===== config.mk =====
export PLATFORM = sky130hd
export DESIGN_NAME = status_led_engine
export DESIGN_NICKNAME = d
export VERILOG_FILES = /design/src/rtl/status_led_engine.sv
export SDC_FILE = /design/constraint.sdc
export NUM_CORES = 1
export LEC_CHECK = 0
export BUFFER_PORTS_ARGS = -buffer_cell sky130_fd_sc_hd__buf_2
export CORE_MARGIN = 3
export CORE_UTILIZATION = 50
export CTS_CLUSTER_DIAMETER = 100
export CTS_CLUSTER_SIZE = 20
export DETAILED_ROUTE_END_ITERATION = 12
export GPL_TIMING_DRIVEN = 0
export PLACE_DENSITY = 0.74
export SYNTH_ARGS = -nofsm -noshare
export SYNTH_HDL_FRONTEND = slang
export SYNTH_SLANG_ARGS = --single-unit
export TNS_END_PERCENT = 30

===== constraint.sdc =====
create_clock -name clk -period 4.2 [get_ports clk]
set_input_delay 0.63 -clock clk [delete_from_list [all_inputs] [get_ports clk]]
set_output_delay 0.63 -clock clk [all_outputs]
set_load 0.01 [all_outputs]

===== src/rtl/status_led_engine.sv =====
// -----------------------------------------------------------------------------
// status_led_engine
//
// Multi-channel status-LED colour engine. NUM_CH asynchronous status bits are
// synchronised, shaped by a per-channel display mode (stretch, blink, toggle,
// off) and blended into NUM_LEDS RGB LEDs. Blending is a saturating
// per-component sum of the colours of every active channel mapped to an LED,
// followed by a global right-shift dim. All outputs are registered and feed
// 8-bit-per-colour PWM drivers.
//
// Ports
//   clk    in   1            sole clock
//   reset  in   1            synchronous, active-high reset
//   src    in   NUM_CH       asynchronous status bits, active high
//   mode   in   2*NUM_CH     per-channel mode, channel i at [2i+1:2i]
//                            (00 stretch, 01 blink, 10 toggle, 11 off)
//   dim    in   3            global brightness, each component >> dim
//   led_r  out  8*NUM_LEDS   red per LED, LED0 in [7:0]
//   led_g  out  8*NUM_LEDS   green per LED
//   led_b  out  8*NUM_LEDS   blue per LED
//
// Latency: src -> led_* is 4 edges (s1, s2, chan_on, led); mode -> led_* is
// 2 edges; dim -> led_* is 1 edge.
// -----------------------------------------------------------------------------
module status_led_engine #(
  parameter int          NUM_CH         = 4,
  parameter int          NUM_LEDS       = 2,
  parameter int          LED_IDX_W      = 1,
  // Untyped so an override of the wrong size can be caught at elaboration.
  parameter              CH_COLOUR      = 96'h000800_800000_000004_100000,
  parameter              CH_LED         = 4'b1100,
  parameter int unsigned STRETCH_CYCLES = 1000000,
  parameter int          STRETCH_W      = 20,
  parameter int          BLINK_W        = 24
) (
  input  logic                  clk,
  input  logic                  reset,
  input  logic [NUM_CH-1:0]     src,
  input  logic [2*NUM_CH-1:0]   mode,
  input  logic [2:0]            dim,
  output logic [8*NUM_LEDS-1:0] led_r,
  output logic [8*NUM_LEDS-1:0] led_g,
  output logic [8*NUM_LEDS-1:0] led_b
);

  typedef enum logic [1:0] {
    MODE_STRETCH = 2'b00,
    MODE_BLINK   = 2'b01,
    MODE_TOGGLE  = 2'b10,
    MODE_OFF     = 2'b11
  } mode_e;

  // 16 channels * 8'hFF = 4080 fits in 12 bits, so the sum never wraps
  // before saturation.
  localparam int SUM_W = 12;

  // ---------------------------------------------------------------------------
  // Elaboration-time parameter checks
  // ---------------------------------------------------------------------------
  if ($bits(CH_COLOUR) != 24 * NUM_CH) begin : g_bad_colour
    $error("status_led_engine: CH_COLOUR must be 24*NUM_CH bits wide");
  end
  if ($bits(CH_LED) != LED_IDX_W * NUM_CH) begin : g_bad_led_map
    $error("status_led_engine: CH_LED must be LED_IDX_W*NUM_CH bits wide");
  end
  if (NUM_CH < 1 || NUM_CH > 16) begin : g_bad_num_ch
    $error("status_led_engine: NUM_CH must be in 1..16");
  end
  if (NUM_LEDS < 1 || NUM_LEDS > 8) begin : g_bad_num_leds
    $error("status_led_engine: NUM_LEDS must be in 1..8");
  end
  if (LED_IDX_W < 1 || LED_IDX_W < $clog2(NUM_LEDS)) begin : g_bad_idx_w
    $error("status_led_engine: LED_IDX_W too narrow for NUM_LEDS");
  end
  if (STRETCH_W < 32 && 64'(STRETCH_CYCLES) >= (64'd1 << STRETCH_W)) begin : g_bad_stretch
    $error("status_led_engine: STRETCH_CYCLES does not fit in STRETCH_W bits");
  end

  localparam logic [24*NUM_CH-1:0]        COLOUR       = CH_COLOUR;
  localparam logic [LED_IDX_W*NUM_CH-1:0] LED_MAP      = CH_LED;
  localparam logic [STRETCH_W-1:0]        STRETCH_LOAD = STRETCH_W'(STRETCH_CYCLES);

  // ---------------------------------------------------------------------------
  // Shared state
  // ---------------------------------------------------------------------------
  logic [NUM_CH-1:0]     s1_q, s2_q, s3_q;
  logic [BLINK_W-1:0]    blink_q;
  logic                  blink_phase;
  logic [NUM_CH-1:0]     chan_on_q, chan_on_d;
  logic [8*NUM_LEDS-1:0] led_r_q, led_g_q, led_b_q;
  logic [8*NUM_LEDS-1:0] led_r_d, led_g_d, led_b_d;

  assign blink_phase = blink_q[BLINK_W-1];

  // ---------------------------------------------------------------------------
  // Per-channel stretch counter, toggle bit and mode selection
  // ---------------------------------------------------------------------------
  for (genvar i = 0; i < NUM_CH; i++) begin : g_ch
    logic [STRETCH_W-1:0] cnt_q, cnt_d;
    logic                 tog_q, tog_d;
    logic                 str, rise, on_d;
    mode_e                ch_mode;

    assign ch_mode = mode_e'(mode[2*i +: 2]);
    assign str     = s2_q[i] | (cnt_q != '0);
    assign rise    = s2_q[i] & ~s3_q[i];

    // Reload while the level is high so the hold window counts from the
    // last sampled high cycle; a retrigger simply restarts the window.
    // NOTE: every variable gets a default at the top of an always_comb so no
    // path leaves it unassigned, which would otherwise infer a latch.
    always_comb begin
      cnt_d = '0;
      if (s2_q[i]) begin
        cnt_d = STRETCH_LOAD;
      end else if (cnt_q != '0) begin
        cnt_d = cnt_q - 1'b1;
      end
    end

    // tog defaults to 0, so any mode other than TOGGLE clears it and entering
    // TOGGLE always starts dark. chan_on takes the post-flip value so a rise
    // lights the channel with the same latency as the other modes.
    always_comb begin
      tog_d = 1'b0;
      on_d  = 1'b0;
      case (ch_mode)
        MODE_STRETCH: on_d = str;
        MODE_BLINK:   on_d = str & blink_phase;
        MODE_TOGGLE: begin
          tog_d = tog_q ^ rise;
          on_d  = tog_d;
        end
        default:      on_d = 1'b0;
      endcase
    end

    assign chan_on_d[i] = on_d;

    always_ff @(posedge clk) begin
      if (reset) begin
        cnt_q <= '0;
        tog_q <= 1'b0;
      end else begin
        cnt_q <= cnt_d;
        tog_q <= tog_d;
      end
    end
  end : g_ch

  // ---------------------------------------------------------------------------
  // Blend: saturating per-component sum per LED, then dim shift
  // ---------------------------------------------------------------------------
  function automatic logic [7:0] sat8(input logic [SUM_W-1:0] v);
    return (|v[SUM_W-1:8]) ? 8'hFF : v[7:0];
  endfunction

  // Channels whose LED index is >= NUM_LEDS never match any k and drop out.
  always_comb begin
    logic [SUM_W-1:0] acc_r, acc_g, acc_b;
    led_r_d = '0;
    led_g_d = '0;
    led_b_d = '0;
    for (int k = 0; k < NUM_LEDS; k++) begin
      acc_r = '0;
      acc_g = '0;
      acc_b = '0;
      for (int i = 0; i < NUM_CH; i++) begin
        if (chan_on_q[i] && int'(LED_MAP[LED_IDX_W*i +: LED_IDX_W]) == k) begin
          acc_r = acc_r + SUM_W'(COLOUR[24*i+16 +: 8]);
          acc_g = acc_g + SUM_W'(COLOUR[24*i+8  +: 8]);
          acc_b = acc_b + SUM_W'(COLOUR[24*i    +: 8]);
        end
      end
      led_r_d[8*k +: 8] = sat8(acc_r) >> dim;
      led_g_d[8*k +: 8] = sat8(acc_g) >> dim;
      led_b_d[8*k +: 8] = sat8(acc_b) >> dim;
    end
  end

  // ---------------------------------------------------------------------------
  // Synchroniser, blink counter, channel enables and output registers
  // ---------------------------------------------------------------------------
  // NOTE: registers are updated with non-blocking assignments so every flop
  // samples the pre-edge value of its source; blocking here would collapse
  // the s1/s2/s3 chain into a single stage.
  always_ff @(posedge clk) begin
    if (reset) begin
      s1_q      <= '0;
      s2_q      <= '0;
      s3_q      <= '0;
      blink_q   <= '0;
      chan_on_q <= '0;
      led_r_q   <= '0;
      led_g_q   <= '0;
      led_b_q   <= '0;
    end else begin
      s1_q      <= src;
      s2_q      <= s1_q;
      s3_q      <= s2_q;
      blink_q   <= blink_q + 1'b1;
      chan_on_q <= chan_on_d;
      led_r_q   <= led_r_d;
      led_g_q   <= led_g_d;
      led_b_q   <= led_b_d;
    end
  end

  assign led_r = led_r_q;
  assign led_g = led_g_q;
  assign led_b = led_b_q;

endmodule : status_led_engine

==> reports/results.ini <==
[floorplanning]
core_area_um2=11500
io_pins=65
dieWidth_um=115
fp-row-count=39
dieArea_um2=13200
dieHeight_um=115
initial_core_util_pct=51.6

[worst_setup_path]
endpoint_kind=flip-flop
critPathKind=flip-flop to flip-flop
required_ns=4.50
cp-startpoint=g_ch[3].cnt_q[0]
critPathLaunchType=flip-flop
r2r_cells=9
crit_arrival_ns=2.94
worst-r2r-setup-slack_ns=1.56
endpoint=g_ch[3].cnt_q[5]
r2r-end=g_ch[3].cnt_q[5]
critPathMaxFanout=10
r2r_start=g_ch[3].cnt_q[0]

[cells_and_area]
area.sequential_um2=2880
final_cell_mix=144 x dfxtp_1, 119 x nor2_1, 52 x xnor2_1, 38 x buf_2, 32 x nor3_1
final.fill_count=973
multi_input_area_um2=2750
fin_util_pct=61.1
layout_commonest_cell=dfxtp_1
fin_nets=765
areaGrowthSynthToFinish_pct=18.4
final_cells=899
diodes=0
layout-drive-gt1-share_pct=14.7

[detailed_routing]
detail-route-antenna-nets=0
dr.pass1.iters=4
drt_iter0_drc=315
wl_per_cell_um=12.5
drc=0
dr_total_vias=4635
via_per_inst=5.16
wl_um=11300

[timing]
holdWs_ns=0.409
setup_violations=0
worst-slew-pin-transition_ns=0.636
period_share_pct=62.8
fmax_mhz=379
min_period_ns=2.64
drv_slew=0
setup_tns_ns=0
finalHoldViolCount=0
rsz0062_at_grt=false
setup_ws_ns=1.56
clock_skew_ns=0.00818
slew-limit-headroom_pct=57.3

[global_route]
grt_max_degree=17
antenna_found_initial=0
grt_usage_pct=18.0
grt_pass1_wl_um=19200
grt_overflow=0
grt_pass1_vias=4408

[synth]
syn_area_um2=5920
synthCells=662
synth_flop_cell=dfxtp_1
ys_warn_count=0
yosysTopAreaCell=dfxtp_1
synth.distinct_cells=48
syn-mean-instance-area_um2=8.94
synth_top_area_share_pct=48.7
synth_edf_count=0
synth_area_leaders=dfxtp_1 49%, xnor2_1 7.7%, nor2_1 7.6%, buf_4 3.6%, xor2_1 3.4%
yosys_register_bits=144
synth-seq-area-share_pct=48.7
async_flop_share_pct=0

[placed_design]
dp_slack_ns=1.58
hpwl_um=7890
place.gp.congestion=0.838
dp_cells=867
io_buffers=35

[pwr]
p_per_area_nw_per_um2=775
power_leakage_nw=2.87
ir_drop_v=0.000460

[clock_tree]
cts.sinks=144
root_buffer=clkbuf_16
path_clk_slew_ns=0.06
worstSkewPairLatency_ns=0.42
htreeDepth=4
cts_resized=0
postCtsHoldBufs=0
cts_tree=yes
cts_buffer_depth=2
postCtsSetupBuffers=0
cts_buffers=17

[run]
drv_cap=0

[min_path]
hp-class=input pin to flip-flop

[run_status]
status=finished, final reports clean

==> worst min-delay path by stage <==
| stage | slack, ns | to | depth (start not counted) | startpoint |
|---|---|---|---|---|
| final | 0.41 | g_ch[2].tog_q | 2 | mode[4] |
| after global placement | 0.42 | s2_q[0] | 1 | s1_q[0] |
| after detailed placement | 0.43 | s2_q[1] | 1 | s1_q[1] |
| after floorplan | 0.41 | s2_q[0] | 1 | s1_q[0] |
| after CTS | 0.39 | g_ch[2].tog_q | 2 | mode[4] |
| after global routing | 0.40 | g_ch[2].tog_q | 2 | mode[4] |
==> per-layer routing <==
layer  up-vias  GRT usage (%)  part of all wire [%]
li1       2362              -                     -
met1      2139           21.5                    45
met2       114           29.7                    48
met3        20           5.47                   5.4
met4         0           8.84                   2.2
met5         -              0                     0
==> area by class of cell <==
cell class / instances / area share [%]
timing repair buffer: 35 / 2.50
inverter: 23 / 1.23
clock inverter: 15 / 2.98
clock buffer: 17 / 6.07
tap: 143 / 2.55
multi-input combinational: 474 / 39.3
buffer: 48 / 4.23
sequential: 144 / 41.2
==> critical path, cell delays in order (launching register included) <==
cell	delay [ns]
dfxtp_1	0.33
inv_1	0.06
ha_1	0.19
or4b_4	0.51
or3_1	0.35
buf_2	0.17
or4_4	0.53
nand3_2	0.16
buf_6	0.16
nor2_1	0.05
==> kinds of logic (layout without fill, tap and decap cells) <==
| group | count (synthesis) | after routing | synth area share, % |
|---|---|---|---|
| multiplexers | 4 | 4 | 0.677 |
| AO/OA/AOI/OAI | 69 | 69 | 7.11 |
| flip-flops | 144 | 144 | 48.7 |
| adder cells (fa/ha/maj) | 5 | 5 | 1.06 |
| other | 1 | 28 | 0.0634 |
| XOR/XNOR | 75 | 75 | 11.1 |
| buffers and inverters | 71 | 138 | 6.47 |
| AND/OR/NAND/NOR | 293 | 293 | 24.8 |
==> synth_stat cells, types with 12 or more instances <==
| cell | number |
|---|---|
| or3_1 | 17 |
| nand3_1 | 17 |
| o21ai_0 | 15 |
| or4_1 | 12 |
| nor2_1 | 119 |
| xor2_1 | 23 |
| buf_4 | 28 |
| nor3_1 | 32 |
| xnor2_1 | 52 |
| nand2_1 | 29 |
| nor4_1 | 16 |
| clkbuf_1 | 13 |
| dfxtp_1 | 144 |
| a21oi_1 | 30 |
| inv_1 | 23 |
| nor2b_1 | 12 |
==> report_power, final <==
group | switching [mW] | leakage (nW) | total (mW) | internal, mW
clock | 0.590 | 0.306 | 1.59 | 1.00
sequential | 0.323 | 1.18 | 2.03 | 1.70
combinational | 0.986 | 1.38 | 1.81 | 0.825
==> metrics by stage <==
stage / total power, mW / area, um2
2_1_floorplan: 3.48 / 6020
3_3_place_gp: 3.74 / 6370
3_5_place_dp: 3.83 / 6370
4_1_cts: 5.47 / 7010
5_1_grt: 5.81 / 7010
6_report: 5.43 / 7010
==> state kept, by name, indices dropped and copies added, names as in the netlist <==
| register | flops |
|---|---|
| led_b | 3 |
| blink_q | 24 |
| s3_q | 4 |
| g_ch.cnt_q | 80 |
| g_ch.tog_q | 4 |
| chan_on_q | 4 |
| led_r | 13 |
| led_g | 4 |
| s1_q | 4 |
| s2_q | 4 |
Power figures use the tool's default switching activity.
